==> src/rtl/mem_bus_ctrl.sv <==
// mem_bus_ctrl: 6502-side bus controller for one 8 KB RAM and one 8 KB ROM.
// Decodes the CPU address, drives each memory's we/oe and the shared 15-bit address,
// and stalls the CPU through cpu_rdy while a registered memory read completes.
// Optional feature macro: IO_PAGE_EN adds a 256-byte I/O page at IO_BASE
// (offset 0 is the io_out register, other offsets read 0 and ignore writes).
// Bus handshake: a cycle is accepted when cpu_req=1 while the FSM is IDLE
// (cpu_rdy=1); writes and I/O reads finish with zero wait, memory reads drop
// cpu_rdy for READ_LAT+1 clocks and cpu_rdata is valid once cpu_rdy is back high.
// cpu_req is ignored while cpu_rdy=0, so at most one cycle is ever outstanding.
`timescale 1ns/1ps
module mem_bus_ctrl #(
  parameter int unsigned READ_LAT     = 2,
  parameter bit          ROM_WRITABLE = 1'b0,
  parameter logic [15:0] IO_BASE      = 16'h7F00
) (
  input  logic        clk,
  input  logic        reset,
  input  logic        cpu_req,
  input  logic        cpu_rw,
  input  logic [15:0] cpu_addr,
  input  logic [7:0]  cpu_wdata,
  output logic [7:0]  cpu_rdata,
  output logic        cpu_rdy,
  output logic        ram_we,
  output logic        rom_we,
  output logic        ram_oe,
  output logic        rom_oe,
  output logic [14:0] mem_address,
  output logic [7:0]  mem_wdata,
  input  logic [7:0]  ram_rdata,
  input  logic [7:0]  rom_rdata,
  output logic [7:0]  io_out,
  output logic [1:0]  dbg_state
);

  typedef enum logic [1:0] {
    IDLE    = 2'd0,
    RD_WAIT = 2'd1,
    RD_DONE = 2'd2
  } state_e;

  localparam logic [2:0] LAT_M1 = 3'(READ_LAT - 1);

  state_e      state_q, state_d;
  logic [2:0]  cnt_q, cnt_d;
  logic        rom_sel_q, rom_sel_d;
  logic [14:0] addr_q, addr_d;
  logic [7:0]  wdata_q, wdata_d;
  logic [7:0]  rdata_q, rdata_d;
  logic        rdy_q, rdy_d;
  logic        ram_we_q, ram_we_d;
  logic        rom_we_q, rom_we_d;
  logic        ram_oe_q, ram_oe_d;
  logic        rom_oe_q, rom_oe_d;
  logic [7:0]  io_q, io_d;

  logic        is_rom;
  logic        is_io;
  logic        unused_addr_bits;

  assign is_rom = cpu_addr[15];
  // Address bits 14:13 are don't-care for the mirrored memories.
  assign unused_addr_bits = ^cpu_addr[14:13];

`ifdef IO_PAGE_EN
  // I/O page is 256-byte aligned, so a compare of the high byte decodes it.
  assign is_io = (cpu_addr[15:8] == IO_BASE[15:8]);
`else
  assign is_io = 1'b0;
`endif

  // State and output registers; asynchronous reset returns the bus to idle.
  always_ff @(posedge clk or posedge reset) begin
    if (reset) begin
      state_q   <= IDLE;
      cnt_q     <= '0;
      rom_sel_q <= 1'b0;
      addr_q    <= '0;
      wdata_q   <= '0;
      rdata_q   <= '0;
      rdy_q     <= 1'b1;
      ram_we_q  <= 1'b0;
      rom_we_q  <= 1'b0;
      ram_oe_q  <= 1'b0;
      rom_oe_q  <= 1'b0;
      io_q      <= '0;
    end else begin
      state_q   <= state_d;
      cnt_q     <= cnt_d;
      rom_sel_q <= rom_sel_d;
      addr_q    <= addr_d;
      wdata_q   <= wdata_d;
      rdata_q   <= rdata_d;
      rdy_q     <= rdy_d;
      ram_we_q  <= ram_we_d;
      rom_we_q  <= rom_we_d;
      ram_oe_q  <= ram_oe_d;
      rom_oe_q  <= rom_oe_d;
      io_q      <= io_d;
    end
  end

  // Next-state and registered-output logic; we strobes default low so they last one clock.
  always_comb begin
    state_d   = state_q;
    cnt_d     = cnt_q;
    rom_sel_d = rom_sel_q;
    addr_d    = addr_q;
    wdata_d   = wdata_q;
    rdata_d   = rdata_q;
    rdy_d     = rdy_q;
    ram_we_d  = 1'b0;
    rom_we_d  = 1'b0;
    ram_oe_d  = ram_oe_q;
    rom_oe_d  = rom_oe_q;
    io_d      = io_q;
    case (state_q)
      IDLE: begin
        rdy_d    = 1'b1;
        ram_oe_d = 1'b0;
        rom_oe_d = 1'b0;
        if (cpu_req) begin
          addr_d = {2'b00, cpu_addr[12:0]};
          if (!cpu_rw) begin
            wdata_d = cpu_wdata;
            if (is_io) begin
              if (cpu_addr == IO_BASE) io_d = cpu_wdata;
            end else if (is_rom) begin
              rom_we_d = ROM_WRITABLE;
            end else begin
              ram_we_d = 1'b1;
            end
          end else if (is_io) begin
            rdata_d = (cpu_addr == IO_BASE) ? io_q : 8'h00;
          end else begin
            rom_sel_d = is_rom;
            ram_oe_d  = ~is_rom;
            rom_oe_d  = is_rom;
            rdy_d     = 1'b0;
            cnt_d     = LAT_M1;
            state_d   = RD_WAIT;
          end
        end
      end
      RD_WAIT: begin
        if (cnt_q == 3'd0) begin
          rdata_d  = rom_sel_q ? rom_rdata : ram_rdata;
          ram_oe_d = 1'b0;
          rom_oe_d = 1'b0;
          state_d  = RD_DONE;
        end else begin
          cnt_d = cnt_q - 3'd1;
        end
      end
      RD_DONE: begin
        rdy_d   = 1'b1;
        state_d = IDLE;
      end
      default: begin
        state_d = IDLE;
      end
    endcase
  end

  assign cpu_rdata   = rdata_q;
  assign cpu_rdy     = rdy_q;
  assign ram_we      = ram_we_q;
  assign rom_we      = rom_we_q;
  assign ram_oe      = ram_oe_q;
  assign rom_oe      = rom_oe_q;
  assign mem_address = addr_q;
  assign mem_wdata   = wdata_q;
  assign io_out      = io_q;
  assign dbg_state   = state_q;

endmodule

==> config.mk <==
export PLATFORM = sky130hd
export DESIGN_NAME = mem_bus_ctrl
export DESIGN_NICKNAME = d
export VERILOG_FILES = /design/src/rtl/mem_bus_ctrl.sv
export SDC_FILE = /design/constraint.sdc
export NUM_CORES = 1
export LEC_CHECK = 0
export BUFFER_PORTS_ARGS = -buffer_cell sky130_fd_sc_hd__clkbuf_2
export CORE_MARGIN = 3
export CORE_UTILIZATION = 50
export CTS_BUF_LIST = sky130_fd_sc_hd__clkbuf_4
export CTS_CLUSTER_SIZE = 16
export DETAILED_ROUTE_END_ITERATION = 10
export GPL_ROUTABILITY_DRIVEN = 0
export GPL_TIMING_DRIVEN = 0
export PLACE_DENSITY_LB_ADDON = 0.1
export SYNTH_ARGS = -nofsm -noshare
export SYNTH_HDL_FRONTEND = slang
export SYNTH_SLANG_ARGS = --single-unit
export TNS_END_PERCENT = 20
==> constraint.sdc <==
create_clock -name clk -period 2.6 [get_ports clk]
set_clock_uncertainty 0.2 [all_clocks]
set_input_delay 0.39 -clock clk [delete_from_list [all_inputs] [get_ports clk]]
set_output_delay 0.39 -clock clk [all_outputs]
set_load 0.03 [all_outputs]
=== Word-level counts from Yosys, hierarchy flattened ===
Index checks and enable logic that the tools add are counted.

* Output and inout bits: 46
* Bits of input ports: 44
* Logic and storage cells: 53
* Register bits after elaboration: 39

* Reductions and logical operators: 11
* Muxes and demuxes: 23
* Add/sub/neg operators: 1
* Equal/unequal tests: 6
* Bitwise gates (word level): 2

{| class="wikitable"
|+ Operators by type and width
! operator !! count
|-
| $mux 1 || 11
|-
| $mux 3 || 3
|-
| $reduce_and 3->1 || 3
|-
| $mux 8 || 1
|-
| $ne 2x2->1 const B || 4
|-
| $mux 2 || 3
|-
| $pmux 1 s2 || 3
|-
| $pmux 3 s2 || 1
|-
| $reduce_and 2->1 || 3
|-
| $pmux 2 s2 || 1
|-
| $reduce_and 4->1 || 1
|-
| $reduce_bool 2->1 || 2
|-
| $logic_not 3->1 || 1
|-
| $sub 3x1->3 const B || 1
|-
| $eq 2x1->1 const B || 1
|-
| $eq 2x2->1 const B || 1
|-
| $logic_not 2->1 || 1
|-
| $not 1->1 || 2
|}

=== Depth between registers and ports, before layout ===
* Depth after elaboration: 4
* Gate-level depth with buffers: 7

=== Worst setup path after synthesis ===
Ideal clock, no wire load.

* Path kind: register to register
* Start: register state_q[1], in the netlist dbg_state[1]
* End: register wdata_q[0], in the netlist mem_wdata[0]
* Setup time: 0.125 ns
* Path slack: 0.674 ns
* Cell stages (with the launch flop): 6
* Clock period less this slack: 1.926 ns
* Data arrival time: 1.601 ns
* Buffers on the path: 2
* Cell sequence: dfrtp_1 -> buf_6 -> nor3b_4 -> and2b_1 -> buf_6 -> mux2_2

* Longest elaborated chain between the ends: 2

{| class="wikitable"
|+ Ends and longest elaborated chain
! element !! RTL line !! RTL
|-
| start, declared || 44 || <nowiki>state_e state_q, state_d;</nowiki>
|-
| start signal, assigned || 88 || <nowiki>state_q <= state_d;</nowiki>
|-
| $logic_not 2->1 || 117 || <nowiki>case (state_q)</nowiki>
|-
| $reduce_and 3->1 (no source line) || - ||
|-
| end signal, assigned || 92 || <nowiki>wdata_q <= wdata_d;</nowiki>
|-
| end, declared || 48 || <nowiki>logic [7:0] wdata_q, wdata_d;</nowiki>
|}

Every way passes these cells.
A chain may end at the register's enable or synchronous reset.

=== Final worst setup path ===
* Start: register state_q[1], in the netlist dbg_state[1]
* End: register wdata_q[5], in the netlist mem_wdata[5]

Same word-level chain as after synthesis.

==> flow_summary_export.csv <==
group,metric,value,unit
clocking,postCtsHoldBufs,0,
synth,ys_ff_latch,39,
critical_path,worstPathCellList,"buf_6 -> nor3b_4 -> and2b_1 -> buf_6 -> mux2_2",
grt,grt_pass1_wl,5590,µm
placement,dpl-instance-area,2220,µm²
synth,ys_types,26,
clocking,cts.sinks,39,
sta,finalCritPeriodShare,73.1,%
run_status,status,"complete, but fails checks",
clocking,cts_max_path_buffers,2,
synth,syn_inst,136,
floorplanning,start_util,54.2,%
routing,postRouteAntennaNets,0,
run_status,violations,"hold timing",
grt,grt_usage,17.5,%
cells_and_area,nNetsFinal,276,
critical_path,worst_ep_required_time,2.62,ns
sta,rsz0062_at_grt,"no",
sta,hold_viol,18,
cells_and_area,fillers,264,
sta,slew_headroom,45.7,%
grt,grt_max_degree,21,
cells_and_area,postLayoutCellArea,2270,µm²
routing,vias,1265,
sta,fmax,0.526,GHz
cells_and_area,drive_above_1_share,53.9,%
cells_and_area,multiInputGateArea,626,µm²
routing,drt-wirelength-per-cell,12.3,µm
floorplanning,pin_count,90,
clocking,cts_resized,0,
floorplanning,core-area,3180,µm²
clocking,cts_tree,"yes",
critical_path,crit_family,"simple AND/OR/NAND/NOR gates",
critical_path,cp_slowest_cell,"dfrtp_1",
routing,dr.pass1.iters,4,
critical_path,cp_slowest_stage_delay,0.40,ns
floorplanning,fp.dieH,64.7,µm
critical_path,r2r-start,"dbg_state[1]",
power_and_ir_drop,p_per_area,1240,nW/µm²
cells_and_area,final_cells,274,
sta,tightest_slew,0.813,ns
sta,finalSetupViolCount,0,
cells_and_area,area_growth_syn_to_layout,31.8,%
placement,dp_cells,267,
clocking,post-cts-setup-buffers,0,
run,cap_viol_max_count,0,
synth,ys_seq_area_share,56.8,%
placement,dp_hpwl,2770,µm
clocking,path_clk_slew,0.10,ns
grt,globalRouteOverflowTotal,0,
critical_path,worstSetupPathType,"flop to flop",
cells_and_area,n_antenna_cell,0,
critical_path,path_depth,5,
clocking,insertion_delay,0.32,ns
power_and_ir_drop,total_leakage_power,1.19,nW
synth,syn-cell-area,1720,µm²
critical_path,critical_path.startpoint,"dbg_state[1]",
power_and_ir_drop,ir_drop,0.786,mV
sta,hold_slack,-0.0125,ns
floorplanning,dieArea,4180,µm²
clocking,numCtsBuffers,5,
cells_and_area,seqCellArea,977,µm²
synth,yosysWarnings,0,
hold_path,hold_path.class,"primary input to async pin",
critical_path,cp_data_arrival_time,1.92,ns
sta,maxSlewViolCount,0,
cells_and_area,utilization,71.4,%
sta,tns,0,ns
critical_path,critPathLaunchType,"flop",
routing,initialDrtViolationCount,33,
grt,antenna_found_initial,0,
power_and_ir_drop,power,2.82,mW
critical_path,reg2reg_depth,5,
floorplanning,die_w,64.7,µm
routing,routed_wl,3370,µm
synth,avgSynthCellArea,12.7,µm²
routing,vias_per_cell,4.62,
critical_path,worst-path-max-fanout,9,
critical_path,cp_num_buf_inv,2,
sta,period_needed,1.90,ns
placement,io_buffer_count,76,
routing,remaining_drc_errors,0,
critical_path,end_kind,"flop",
critical_path,crit_top_cell,"buf_6",
clocking,htree_levels,2,
clocking,cts-root-buf,"clkbuf_4",
floorplanning,rows,20,
grt,grt_pass1_vias,1264,
## final timing paths
path / slack [ns] / endpoint
max: 0.70 / mem_wdata[5]
min: -0.01 / mem_address[10]
max reg2reg: 0.70 / mem_wdata[5]
min reg2reg: 0.30 / cnt_q[0]
max in group asynchronous: 1.65 / mem_wdata[5]
min in group clk: 0.04 / ram_we
## metal layers
layer	up-vias	part of all wire, %	global-route usage, %
li1	624	-	-
met1	591	39	20.3
met2	46	53	30.8
met3	4	6.1	4.85
met4	0	1.3	6.33
met5	-	0	0
## layout by cell type (no fill, tap or decap), drive strengths merged, types with 5 or more instances in the layout
cell type / netlist / layout
clkbuf: 0 / 81
dfrtp: 38 / 38
mux2: 21 / 21
buf: 17 / 18
a21oi: 12 / 12
conb: 1 / 11
mux2i: 10 / 10
nor2: 9 / 9
inv: 7 / 7
o21ai: 5 / 5
## power breakdown
group	total (mW)	internal [mW]	switching [mW]
registers	1.05	0.892	0.160
clock network	0.271	0.0959	0.176
logic	1.50	0.551	0.947
## Yosys cell counts (all sizes together)
| master | count | share of area, % |
|---|---|---|
| inv | 7 | 1.5 |
| buf | 17 | 7.6 |
| and2b | 1 | 0.44 |
| o22ai | 1 | 0.36 |
| dfstp | 1 | 1.5 |
| mux2 | 21 | 14 |
| a21bo | 1 | 0.58 |
| nor2b | 1 | 0.36 |
| dfrtp | 38 | 55 |
| nor2 | 9 | 2.0 |
| o21a | 1 | 0.44 |
| o21ai | 5 | 1.5 |
| a21oi | 12 | 3.5 |
| nand2b | 1 | 0.36 |
| nor3b | 1 | 1.1 |
| mux2i | 10 | 5.8 |
| nand2 | 2 | 0.44 |
| and4bb | 1 | 0.73 |
| nand3 | 1 | 0.29 |
| ha | 2 | 1.5 |
| conb | 1 | 0.22 |
| nor4b | 1 | 0.51 |
| nand3b | 1 | 0.44 |
## sequential cells by signal (all words and copies together), names as in the netlist
register,count
ram_we,1
cpu_rdata,8
cpu_rdy,1
dbg_state,2
rom_oe,1
cnt_q,3
rom_sel_q,1
mem_address,13
ram_oe,1
mem_wdata,8
## per-stage QoR
step | hold slack (ns) | setup WS, ns
global route | 0.0325 | 0.593
finish | -0.0125 | 0.699
floorplan | 0.246 | 0.674
global placement | 0.265 | 0.696
CTS | 0.0125 | 0.658
detailed placement | 0.282 | 0.674
## cell families after synthesis
group / Yosys count / synth area share [%]
AO/OA/AOI/OAI: 20 / 6.32
adder cells (fa/ha/maj): 2 / 1.45
buffers and inverters: 24 / 9.08
flip-flops: 39 / 56.8
multiplexers: 31 / 19.5
other: 1 / 0.218
AND/OR/NAND/NOR: 19 / 6.61
## final cells by class
type | count | share of cell area, %
well taps | 44 | 2.43
repair buffers | 77 | 18.0
clock buffers | 5 | 1.65
flip-flops and latches | 39 | 43.1
multi-input cells | 83 | 27.6
clock inverters | 2 | 0.386
plain buffers | 17 | 5.74
inverters | 7 | 1.16
Power figures use the tool's default switching activity.
